--- config.mk ---
export PLATFORM = sky130hd
export DESIGN_NAME = mem_bank_arbiter_flat
export DESIGN_NICKNAME = d
export VERILOG_FILES = /design/src/rtl/mem_bank_arbiter_pkg.sv /design/src/rtl/mem_bank_arbiter_if.sv /design/src/rtl/mem_bank_arbiter_rr_arb2.sv /design/src/rtl/mem_bank_arbiter.sv /design/src/flat_wrapper.sv
export SDC_FILE = /design/constraint.sdc
export NUM_CORES = 1
export LEC_CHECK = 0
export BUFFER_PORTS_ARGS = -buffer_cell sky130_fd_sc_hd__buf_4
export CORE_AREA = 2 2 101 103
export DETAILED_ROUTE_END_ITERATION = 7
export DIE_AREA = 0 0 103 105
export PLACE_DENSITY = 0.81
export SKIP_LAST_GASP = 1
export SLEW_MARGIN = 20
export SYNTH_ARGS = -nofsm -noshare
export SYNTH_HDL_FRONTEND = slang
export SYNTH_SLANG_ARGS = --single-unit
--- constraint.sdc ---
create_clock -name clk -period 5.15 [get_ports clk]
set_clock_uncertainty 0.2 [all_clocks]
set_input_delay 1.03 -clock clk [delete_from_list [all_inputs] [get_ports clk]]
set_output_delay 1.03 -clock clk [all_outputs]
set_load 0.1 [all_outputs]
--- src/rtl/mem_bank_arbiter_pkg.sv ---
// Shared types and constants for the two-requester banked-memory arbiter.
package mem_arb_pkg;

  localparam int DEF_DATA_W = 32;
  localparam int DEF_ADDR_W = 4;
  localparam int BANK_W     = 8;

  localparam logic [1:0] ST_IDLE     = 2'd0;
  localparam logic [1:0] ST_ISSUE    = 2'd1;
  localparam logic [1:0] ST_COMPLETE = 2'd2;

  typedef enum logic [1:0] {
    S_IDLE     = ST_IDLE,
    S_ISSUE    = ST_ISSUE,
    S_COMPLETE = ST_COMPLETE
  } state_t;

  // Saturating 8-bit increment for the completion counters.
  function automatic logic [7:0] sat_inc8(input logic [7:0] v);
    return (v == 8'hFF) ? v : v + 8'd1;
  endfunction

endpackage

--- src/rtl/mem_bank_arbiter_if.sv ---
// Client-side handshake and memory-side bus of the arbiter; slave = arbiter view.
interface mem_bank_arbiter_if
  import mem_arb_pkg::*;
#(
  parameter int DATA_W = DEF_DATA_W,
  parameter int ADDR_W = DEF_ADDR_W
);
  logic              req0, req1;
  logic              we0, we1;
  logic [ADDR_W-1:0] addr0, addr1;
  logic [DATA_W-1:0] wdata0, wdata1;
  logic              ack0, ack1;
  logic [DATA_W-1:0] rdata0, rdata1;
  logic              mem_read, mem_write;
  logic [ADDR_W-1:0] mem_address;
  logic [DATA_W-1:0] mem_data_in, mem_data_out;
  logic              busy;

  modport slave (
    input  req0, req1, we0, we1, addr0, addr1, wdata0, wdata1, mem_data_out,
    output ack0, ack1, rdata0, rdata1, mem_read, mem_write, mem_address, mem_data_in, busy
  );

  modport master (
    output req0, req1, we0, we1, addr0, addr1, wdata0, wdata1, mem_data_out,
    input  ack0, ack1, rdata0, rdata1, mem_read, mem_write, mem_address, mem_data_in, busy
  );
endinterface

--- src/rtl/mem_bank_arbiter_rr_arb2.sv ---
// Two-way round-robin pick; owns the last_grant register (resets to 1 so requester 0 wins the first tie).
module rr_arb2 (
  input  logic clk,
  input  logic reset_L,
  input  logic req0,
  input  logic req1,
  input  logic take,
  output logic grant_valid,
  output logic grant_id
);

  logic last_grant_q;

  assign grant_valid = req0 | req1;
  // Lone requester wins; on a tie the one that did not win last time goes.
  assign grant_id    = req1 & (~req0 | ~last_grant_q);

  always_ff @(posedge clk or negedge reset_L) begin
    if (!reset_L)                 last_grant_q <= 1'b1;
    else if (take && grant_valid) last_grant_q <= grant_id;
  end

endmodule

--- src/rtl/mem_bank_arbiter.sv ---
// Round-robin arbiter sharing one banked 32x16 memory between two requesters via IDLE/ISSUE/COMPLETE.
// Define MEM_ARB_STATS_EN to add saturating per-requester completion counters cnt0/cnt1.
module mem_bank_arbiter
  import mem_arb_pkg::*;
#(
  parameter int DATA_W = DEF_DATA_W,
  parameter int ADDR_W = DEF_ADDR_W
) (
  input  logic              clk,
  input  logic              reset_L,
  mem_bank_arbiter_if.slave bus
`ifdef MEM_ARB_STATS_EN
  ,
  output logic [7:0]        cnt0,
  output logic [7:0]        cnt1
`endif
);

  typedef struct packed {
    logic              we;
    logic [ADDR_W-1:0] addr;
    logic [DATA_W-1:0] wdata;
  } cmd_t;

  state_t                 state_q, state_d;
  cmd_t                   cmd_q, cmd_d, cmd_sel;
  logic                   win_q, win_d;
  logic                   rd_q, rd_d, wr_q, wr_d;
  logic                   busy_q, busy_d;
  logic [1:0]             ack_q, ack_d, rdata_ld;
  logic [1:0][DATA_W-1:0] rdata_q;
  logic                   grant_valid, grant_id, grant_take;

  rr_arb2 u_arb (
    .clk         (clk),
    .reset_L     (reset_L),
    .req0        (bus.req0),
    .req1        (bus.req1),
    .take        (grant_take),
    .grant_valid (grant_valid),
    .grant_id    (grant_id)
  );

  assign cmd_sel = grant_id ? {bus.we1, bus.addr1, bus.wdata1}
                            : {bus.we0, bus.addr0, bus.wdata0};

  always_ff @(posedge clk or negedge reset_L) begin
    if (!reset_L) state_q <= S_IDLE;
    else          state_q <= state_d;
  end

  // Outputs are registered, so each branch computes what the next state drives.
  always_comb begin
    state_d    = state_q;
    cmd_d      = cmd_q;
    win_d      = win_q;
    rd_d       = 1'b0;
    wr_d       = 1'b0;
    busy_d     = 1'b0;
    ack_d      = '0;
    rdata_ld   = '0;
    grant_take = 1'b0;
    case (state_q)
      S_IDLE: begin
        if (grant_valid) begin
          grant_take = 1'b1;
          win_d      = grant_id;
          cmd_d      = cmd_sel;
          wr_d       = cmd_sel.we;
          rd_d       = ~cmd_sel.we;
          busy_d     = 1'b1;
          state_d    = S_ISSUE;
        end
      end
      S_ISSUE: begin
        busy_d          = 1'b1;
        ack_d[win_q]    = 1'b1;
        rdata_ld[win_q] = ~cmd_q.we;
        state_d         = S_COMPLETE;
      end
      S_COMPLETE: state_d = S_IDLE;
      default:    state_d = S_IDLE;
    endcase
  end

  always_ff @(posedge clk or negedge reset_L) begin
    if (!reset_L) begin
      cmd_q   <= '0;
      win_q   <= 1'b0;
      rd_q    <= 1'b0;
      wr_q    <= 1'b0;
      busy_q  <= 1'b0;
      ack_q   <= '0;
      rdata_q <= '0;
    end else begin
      cmd_q  <= cmd_d;
      win_q  <= win_d;
      rd_q   <= rd_d;
      wr_q   <= wr_d;
      busy_q <= busy_d;
      ack_q  <= ack_d;
      // Memory read is asynchronous, so data is captured on the same edge the ack rises.
      for (int i = 0; i < 2; i++)
        if (rdata_ld[i]) rdata_q[i] <= bus.mem_data_out;
    end
  end

  assign bus.mem_read    = rd_q;
  assign bus.mem_write   = wr_q;
  assign bus.mem_address = cmd_q.addr;
  assign bus.mem_data_in = cmd_q.wdata;
  assign bus.busy        = busy_q;
  assign bus.ack0        = ack_q[0];
  assign bus.ack1        = ack_q[1];
  assign bus.rdata0      = rdata_q[0];
  assign bus.rdata1      = rdata_q[1];

`ifdef MEM_ARB_STATS_EN
  logic [1:0][7:0] cnt_q;

  always_ff @(posedge clk or negedge reset_L) begin
    if (!reset_L)                   cnt_q        <= '0;
    else if (state_q == S_COMPLETE) cnt_q[win_q] <= sat_inc8(cnt_q[win_q]);
  end

  assign cnt0 = cnt_q[0];
  assign cnt1 = cnt_q[1];
`endif

endmodule

--- src/flat_wrapper.sv ---
// flat-port wrapper written by rule: the top's interface ports become plain ports
module mem_bank_arbiter_flat import mem_arb_pkg::*;
#(
  parameter int DATA_W = DEF_DATA_W,
  parameter int ADDR_W = DEF_ADDR_W
)
  (clk, reset_L, bus_req0, bus_req1, bus_we0, bus_we1, bus_addr0, bus_addr1, bus_wdata0, bus_wdata1, bus_mem_data_out, bus_ack0, bus_ack1, bus_rdata0, bus_rdata1, bus_mem_read, bus_mem_write, bus_mem_address, bus_mem_data_in, bus_busy);
  mem_bank_arbiter_if #(.DATA_W(DATA_W), .ADDR_W(ADDR_W)) bus_i ();
  input  logic clk;
  input  logic reset_L;
  input wire logic [$bits(bus_i.req0)-1:0] bus_req0;
  input wire logic [$bits(bus_i.req1)-1:0] bus_req1;
  input wire logic [$bits(bus_i.we0)-1:0] bus_we0;
  input wire logic [$bits(bus_i.we1)-1:0] bus_we1;
  input wire logic [$bits(bus_i.addr0)-1:0] bus_addr0;
  input wire logic [$bits(bus_i.addr1)-1:0] bus_addr1;
  input wire logic [$bits(bus_i.wdata0)-1:0] bus_wdata0;
  input wire logic [$bits(bus_i.wdata1)-1:0] bus_wdata1;
  input wire logic [$bits(bus_i.mem_data_out)-1:0] bus_mem_data_out;
  output wire logic [$bits(bus_i.ack0)-1:0] bus_ack0;
  output wire logic [$bits(bus_i.ack1)-1:0] bus_ack1;
  output wire logic [$bits(bus_i.rdata0)-1:0] bus_rdata0;
  output wire logic [$bits(bus_i.rdata1)-1:0] bus_rdata1;
  output wire logic [$bits(bus_i.mem_read)-1:0] bus_mem_read;
  output wire logic [$bits(bus_i.mem_write)-1:0] bus_mem_write;
  output wire logic [$bits(bus_i.mem_address)-1:0] bus_mem_address;
  output wire logic [$bits(bus_i.mem_data_in)-1:0] bus_mem_data_in;
  output wire logic [$bits(bus_i.busy)-1:0] bus_busy;
  assign bus_i.req0 = bus_req0;
  assign bus_i.req1 = bus_req1;
  assign bus_i.we0 = bus_we0;
  assign bus_i.we1 = bus_we1;
  assign bus_i.addr0 = bus_addr0;
  assign bus_i.addr1 = bus_addr1;
  assign bus_i.wdata0 = bus_wdata0;
  assign bus_i.wdata1 = bus_wdata1;
  assign bus_i.mem_data_out = bus_mem_data_out;
  assign bus_ack0 = bus_i.ack0;
  assign bus_ack1 = bus_i.ack1;
  assign bus_rdata0 = bus_i.rdata0;
  assign bus_rdata1 = bus_i.rdata1;
  assign bus_mem_read = bus_i.mem_read;
  assign bus_mem_write = bus_i.mem_write;
  assign bus_mem_address = bus_i.mem_address;
  assign bus_mem_data_in = bus_i.mem_data_in;
  assign bus_busy = bus_i.busy;
  mem_bank_arbiter #(.DATA_W(DATA_W), .ADDR_W(ADDR_W)) u_core (.clk(clk), .reset_L(reset_L), .bus(bus_i));
endmodule
==> impl_metrics.ini, run 1 <==
[outcome]
status = finished, final reports clean

[critical_path]
start_kind = input pin
path_cells = buf_4, or2_2, nand2_2, inv_2, a31oi_1
worstPathMaxFanout = 39
critPathTopFamily = simple AND/OR/NAND/NOR gates
worstPathRequired_ps = 5150
ff2ff_setup_slack_ps = 2910
crit_arrival_ps = 2550
endpoint_kind = flip-flop
crit_buf_inv = 2
critPathSlowestCell = or2_2
ff2ff_path_depth = 4
slowest_delay_ps = 600
r2r_end = u_core.bus.rdata0[14]
path_class = in2reg
worstReg2RegStart = u_core.state_q[1]

[layout]
instances_no_fill = 708
fin_nets = 680
fillCellCount = 786
drive_gt1_share_pct = 53.2
fin_area_um2 = 6410
syn_to_final_growth_pct = 31.5
n_antenna_cell = 0

[place]
dp_hpwl_mm = 8.35
port_buffers = 214
dpl_cell_area_um2 = 6230
dpl.cell_count = 692
gp_congestion = 0.776

[die]
die_y_um = 105
die_area_um2 = 10800
core_um2 = 9640
die_w_um = 103
io_pins = 215
start_util_pct = 50.6
row_count = 36

[synth]
syn-num-nets = 512
netlist_instances = 402
async_flop_share_pct = 100
synthesis.area_um2 = 4870
ys_types = 27
syn_avg_cell_area_um2 = 12.1
synth-seq-area-share_pct = 56.5
synth_flop_cell = dfrtp_1
synth_edf_count = 0
ys_ff_latch = 110
ys_warn_count = 0

[timing]
worst-slew-pin-transition_ps = 954
final_max_slew_viol_count = 0
hold_violations = 0
post-route-period-util_pct = 49.6
setup_viol = 0
max_freq_mhz = 391
finalSetupTns_ps = 0
relSlewSlack_pct = 36.4
holdWs_ps = 304
period_minus_slack_ps = 2550
rsz0062_at_grt = no

[clocking]
ctsResizeCount = 0
clock_path_buffers = 2
cts_sinks = 110
clock_latency_ps = 350
cts_root_buffer = clkbuf_8
cts_tree = done
ctsHoldBuffers = 0
cts_made_buffers = 9
htreeDepth = 3
post_cts_buffers = 0
clkTransAtPathRegs_ps = 100

[routing]
first_pass_iters = 4
routed_wl_mm = 11.4
drtIter0Drc = 160
via_count = 3596
viasPerCell = 5.08
wire_per_inst_um = 16.0
drc = 0
ant_nets = 0

[global_routing]
grt_pass1_wl_mm = 17.6
grt_max_degree = 79
overflow = 0
grt_pass1_vias = 3553
antenna_found_initial = 0
grtUsageTotal_pct = 20.6

[hold_path]
hold_path.startpoint = u_core.state_q[1]
holdPathStages = 1
min_to = u_core.bus.busy
hold_path_class = reg2reg

[job]
drv_cap = 0
## logic make-up after synthesis
kind of cell	share of synthesized area, %
compound gates	9.37
flops	56.5
mux	17.3
simple gates	7.24
buf+inv	9.58
## worst max-delay path by stage
stage	start	end	slack, ps	cells after the start
after floorplan	bus_req0	u_core.bus.mem_data_in[6]	2980	5
after global placement	bus_req0	u_core.bus.mem_data_in[10]	2300	5
after detailed placement	bus_req0	u_core.bus.mem_data_in[31]	2190	5
after CTS	bus_req0	u_core.bus.mem_data_in[31]	2610	5
after global routing	bus_req0	u_core.bus.mem_data_in[1]	2440	5
final	bus_req0	u_core.bus.mem_data_in[6]	2600	5
## flip-flops by register name, summed over array words and instances (netlist names)
signal and cells:
u_core.ack_q 2, u_core.bus.busy 1, u_core.bus.mem_address 4, u_core.bus.mem_data_in 32, u_core.bus.mem_read 1, u_core.bus.mem_write 1
u_core.bus.rdata0 32, u_core.bus.rdata1 32, u_core.cmd_q 1, u_core.state_q 2, u_core.u_arb.last_grant_q 1, u_core.win_q 1
## metal layers
layer	vias up	part of all wire, %	global-route usage [%]
li1	1685	-	-
met2	178	48	33.5
met5	-	0	0
met1	1725	41	26.8
met3	8	11	6.82
met4	0	0.80	4.04
## Yosys cell counts, drive strengths merged, types with 2 or more instances
cell      n  area [um2]
dfrtp   109        2730
a31oi    37         231
a21oi    39         195
inv       2        7.50
nand2    73         277
buf      57         440
mux2     64         833
nor2      5        18.8
clkbuf    5        18.8
## area by class of cell
cell class / count / area, um2 / area share [%]
clock inverters: 6 / 43.8 / 0.683
clock buffers: 10 / 138 / 2.15
multi-input cells: 228 / 1660 / 25.8
repair buffers: 219 / 1640 / 25.7
inverters: 2 / 7.51 / 0.117
flip-flops and latches: 110 / 2750 / 43.0
well taps: 133 / 166 / 2.60
## layout by cell type, fill, tap and decap left out, drive strengths merged
cell,synthesis,final
and3b,1,1
nand2,73,73
a22o,1,1
clkbuf,5,10
dfrtp,109,109
nor2,5,5
mux2i,1,1
nor3,1,1
buf,57,219
a21bo,1,1
nand2b,1,1
and2,1,1
clkinv,0,3
mux2,64,64
a21oi,39,39
inv,2,4
nor2b,1,1
a21boi,1,1
a31oi,37,37
dfstp,1,1
or2,1,1
clkinvlp,0,1
## through the flow
step	setup slack, ps	utilization (%)
CTS	2610	66.5
detailed placement	2190	64.6
floorplan	2980	-
global placement	2300	64.6
global route	2440	66.5
finish	2600	66.5
## worst reg2reg max path, delay by kind of cell, from the launching register on
kind | cells | cell delay [ps]
flops | 1 | 420
mux | 1 | 390
buf+inv | 1 | 420
simple gates | 2 | 690
Power of run 1 is not shown: default switching activity piles up to over one toggle a cycle in this logic, so the estimate is an artifact.
==> run 2, diff against run 1 <==
ABC_AREA = 1   (was not set)
CORE_AREA = 2 2 106 108   (was 2 2 101 103)
DIE_AREA = 0 0 108 110   (was 0 0 103 105)
PLACE_DENSITY = 0.76   (was 0.81)
clock period = 2.5 ns   (was 5.15 ns; I/O delays follow)
==> impl_metrics.ini, run 2 <==
[global_routing]
overflow = 0
grtUsageTotal_pct = 21.4
grt_pass1_vias = 4315
grt_pass1_wl_mm = 20.2
antenna_found_initial = 0
grt_max_degree = 65

[layout]
fin_nets = 897
drive_gt1_share_pct = 30.8
fillCellCount = 959
fin_util_pct = 62.3
syn_to_final_growth_pct = 32.1
n_antenna_cell = 0
final_common_cell = buf_4
layout_common_cells = buf_4 (220), nand2_1 (181), inv_1 (111), dfrtp_1 (109), nand3_1 (74)
fin_area_um2 = 6660

[clocking]
htreeDepth = 3
cts_sinks = 110
clock_latency_ps = 350
cts_tree = done
clock_path_buffers = 2
clkTransAtPathRegs_ps = 100
cts_made_buffers = 9
cts_root_buffer = clkbuf_8

[timing]
holdWs_ps = 209
post-route-period-util_pct = 83.5
rsz0062_at_grt = no
max_freq_mhz = 479
relSlewSlack_pct = 42.4
hold_violations = 0
setup_viol = 0
worst-slew-pin-transition_ps = 863
final_max_slew_viol_count = 0
period_minus_slack_ps = 2090
finalSetupTns_ps = 0

[synth]
synth_common_cells = nand2_1 (181), inv_1 (111), dfrtp_1 (109)
synth_top_family_by_area = simple AND/OR/NAND/NOR gates
synth-simple-area-share_pct = 22.0
yosysTopAreaCell = dfrtp_1
syn_avg_cell_area_um2 = 8.13
synth_fa_ha_area_share_pct = 0
netlist_instances = 620
synthXorXnorAreaFrac_pct = 0
synth_flop_cell = dfrtp_1
synth_most_common_cell = nand2_1
synth_area_leaders = dfrtp_1 (54%), nand2_1 (13%), inv_1 (8.3%), nand3_1 (7.3%), o21ai_0 (6.5%)
ys_types = 16
synth_compound_area_share_pct = 6.55
synth_top_area_share_pct = 54.1
ys_ff_latch = 110
ys_warn_count = 0
synth-seq-area-share_pct = 54.6
synthesis.area_um2 = 5040
muxShareOfSynthArea_pct = 0
syn-num-nets = 730
async_flop_share_pct = 100
synth_edf_count = 0

[routing]
wire_per_inst_um = 13.7
drtIter0Drc = 274
first_pass_iters = 5
dr_wl_met2_mm = 6.47
routed.top_layer = met4
m1WireLength_mm = 5.00
drc = 0
ant_nets = 0
wl_met3_mm = 1.01
viasPerCell = 4.70
routed_wl_mm = 12.8
via_count = 4384

[critical_path]
worstPathRequired_ps = 2550
endpoint_kind = flip-flop
crit_arrival_ps = 2140
critPathSlowestCell = nor2_4
path_class = reg2reg
start_kind = flip-flop
slowest_delay_ps = 480
worstPathMaxFanout = 40
path_cells = inv_1, nand2_1, nor2_4, inv_2, nand2_1, nand2_1
critical_path.most_common_cell = nand2_1
worstReg2RegStart = u_core.state_q[0]
ff2ff_setup_slack_ps = 410
ff2ff_path_depth = 6
r2r_end = u_core.bus.mem_data_in[18]

[die]
io_pins = 215
start_util_pct = 47.1
core_um2 = 10700
die_w_um = 108
die_y_um = 110
row_count = 38
die_area_um2 = 11900

[place]
port_buffers = 214
gp_congestion = 0.862
dp_hpwl_mm = 9.37
dpl_cell_area_um2 = 6460

[hold_path]
holdPathStages = 3
min_to = u_core.bus.rdata0[29]
hold_path.startpoint = bus_mem_data_out[29]
hold_path_class = in2reg

[outcome]
status = finished, final reports clean

[job]
drv_cap = 0
## run 2: cell count changes after synthesis, sizes merged, moves of 3 or more
cell,delta
clkbuf,+3
nand3,+74
a21oi,-38
inv,+110
a31oi,-37
nand2,+110
mux2,-64
o21ai,+65
## run 2: through the flow
| stage | worst slack (ps) | cells |
|---|---|---|
| final | 412 | 932 |
| after global placement | 135 | 914 |
| after floorplan | 902 | 620 |
| after CTS | 127 | 931 |
| after global routing | 244 | 932 |
| after detailed placement | 71.0 | 914 |
## run 2: repair_timing
action | 4_1_cts | 5_1_grt
hold buffers | 1 | 0
setup buffers | 0 | 0
hold endpoints to repair | 37 | 0
gates resized for setup | 0 | 0
setup endpoints to repair | 0 | 38
## run 2: final cells by class
class	count	area [um2]	share of cell area (%)
multi-input combinational	332	1450	21.7
timing repair buffer	222	1680	25.2
clock buffer	10	138	2.07
inverter	112	420	6.31
sequential	110	2750	41.3
clock inverter	6	45.0	0.676
tap	140	175	2.63
## run 2: layer usage
metal / GRT usage, % / vias up
met2: 36.7 / 170
met1: 26.0 / 2022
li1: - / 2165
met4: 8.24 / 0
met5: 0 / -
met3: 5.47 / 27
## run 2: worst max path at each step
stage	from	cells past startpoint	endpoint	slack [ps]
2_1_floorplan	u_core.bus.rdata0[0]	0	bus_rdata0[0]	900
3_3_place_gp	bus_req0	6	u_core.cmd_q[36]	130
5_1_grt	u_core.state_q[0]	6	u_core.bus.mem_address[3]	240
3_5_place_dp	bus_req0	6	u_core.bus.mem_data_in[18]	70
6_report	u_core.state_q[0]	6	u_core.bus.mem_data_in[18]	410
4_1_cts	u_core.state_q[0]	6	u_core.bus.mem_data_in[18]	130
## run 2: critical path, delay by kind of cell (launching register included)
family	cells	cell delay, ps
AND/OR/NAND/NOR	4	860
flip-flops	1	370
buffers and inverters	2	540
## run 2: cell families after synthesis
logic type             count (synthesis)
AND/OR/NAND/NOR                      265
buffers and inverters                179
flip-flops                           110
AO/OA/AOI/OAI                         66
Power of run 2 is left out for the same reason.
==> run 3, diff against run 2 <==
CORE_AREA = 2 2 112 114   (was 2 2 106 108)
DIE_AREA = 0 0 114 116   (was 0 0 108 110)
PLACE_DENSITY = 0.72   (was 0.76)
clock period = 1.9 ns   (was 2.5 ns; I/O delays follow)
==> impl_metrics.ini, run 3 (same netlist as run 2, synthesis figures left out) <==
[critical_path]
worstPathRequired_ps = 1980
worstPathMaxFanout = 39
endpoint_kind = flip-flop
slowest_delay_ps = 390
path_class = reg2reg
path_cells = inv_1, nand2_1, nor2_4, buf_4, nand3_1, inv_1
ff2ff_setup_slack_ps = 250
start_kind = flip-flop
critical_path.most_common_cell = inv_1
crit_arrival_ps = 1720
critPathSlowestCell = buf_4

[job]
drv_cap = 0

[clocking]
cts_made_buffers = 9
cts_sinks = 110
cts_root_buffer = clkbuf_16
clkTransAtPathRegs_ps = 80
post_cts_buffers = 0
ctsResizeCount = 0
cts_tree = done
htreeDepth = 3
clock_path_buffers = 2
ctsHoldBuffers = 1
clock_latency_ps = 340

[die]
io_pins = 215
core_um2 = 11900
die_area_um2 = 13200
die_y_um = 116
row_count = 40
die_w_um = 114
start_util_pct = 42.3

[routing]
drtIter0Drc = 350
wire_per_inst_um = 13.8
first_pass_iters = 5
drc = 0
viasPerCell = 4.70
routed_wl_mm = 13.0
ant_nets = 0
via_count = 4430

[hold_path]
hold_path_class = in2reg

[timing]
max_freq_mhz = 608
hold_violations = 0
finalSetupTns_ps = 0
period_minus_slack_ps = 1650
relSlewSlack_pct = 59.5
post-route-period-util_pct = 86.6
final_max_slew_viol_count = 0
setup_viol = 0
worst-slew-pin-transition_ps = 608
rsz0062_at_grt = no

[layout]
n_antenna_cell = 0
drive_gt1_share_pct = 31.0
fillCellCount = 1101
final_common_cell = buf_4
layout_common_cells = buf_4 (222), nand2_1 (181), inv_1 (111), dfrtp_1 (109), nand3_1 (74)
fin_nets = 901
syn_to_final_growth_pct = 35.8

[global_routing]
grt_pass1_wl_mm = 20.5
grt_pass1_vias = 4258
antenna_found_initial = 0
grtUsageTotal_pct = 19.6
overflow = 0
grt_max_degree = 110

[outcome]
status = finished, final reports clean

[place]
gp_congestion = 0.816
dp_hpwl_mm = 9.30
port_buffers = 214
run 3: cell types whose count changed in the layout (fill, tap and decap cells not counted), sizes merged:
cell	change
inv	+2
nor2	-1
clkinv	-3
clkbuf	+1
buf	+5
run 3: cell type report:
cell class                      instances  area [um2]  share of cell area, %
Sequential cell                       110        2750                   40.2
Timing Repair Buffer                  227        1760                   25.7
Clock inverter                          5        48.8                  0.713
Multi-Input combinational cell        331        1440                   21.0
Inverter                              112         420                   6.14
Tap cell                              147         184                   2.69
Clock buffer                           11         243                   3.55
run 3: worst max-delay path: cells and delay by family, from the launching register on:
| family | cells | cell delay (ps) |
|---|---|---|
| AND/OR/NAND/NOR | 3 | 420 |
| flip-flops | 1 | 360 |
| buffers and inverters | 3 | 600 |
run 3: final timing paths:
kind	from	end	cells after the start
min in group asynchronous	reset_L	u_core.bus.mem_data_in[1]	2
max in group asynchronous	reset_L	u_core.bus.mem_data_in[15]	3
worst max-delay path	u_core.state_q[0]	u_core.bus.mem_write	6
worst max register to register	u_core.state_q[0]	u_core.bus.mem_write	6
worst min-delay path	bus_mem_data_out[8]	u_core.bus.rdata0[8]	3
worst min register to register	u_core.win_q	u_core.ack_q[0]	1
run 3: routing by layer:
layer | track usage (%) | wire (um) | vias up
li1 | - | - | 2189
met1 | 23.9 | 5210 | 2053
met2 | 34.0 | 6680 | 167
met3 | 3.61 | 795 | 21
met4 | 8.86 | 298 | 0
met5 | 0 | 0 | -
run 3: per-stage QoR:
step	utilization [%]	hold slack (ps)	cell area, um2	cells	setup WS [ps]
after global placement	54.9	-28.3	6550	926	307
after CTS	57.5	87.1	6850	943	249
final	57.5	103	6850	943	254
after global routing	57.5	98.5	6850	943	134
after detailed placement	54.9	-23.3	6550	926	264
after floorplan	-	-116	5040	620	422
Power of run 3 is left out for the same reason.
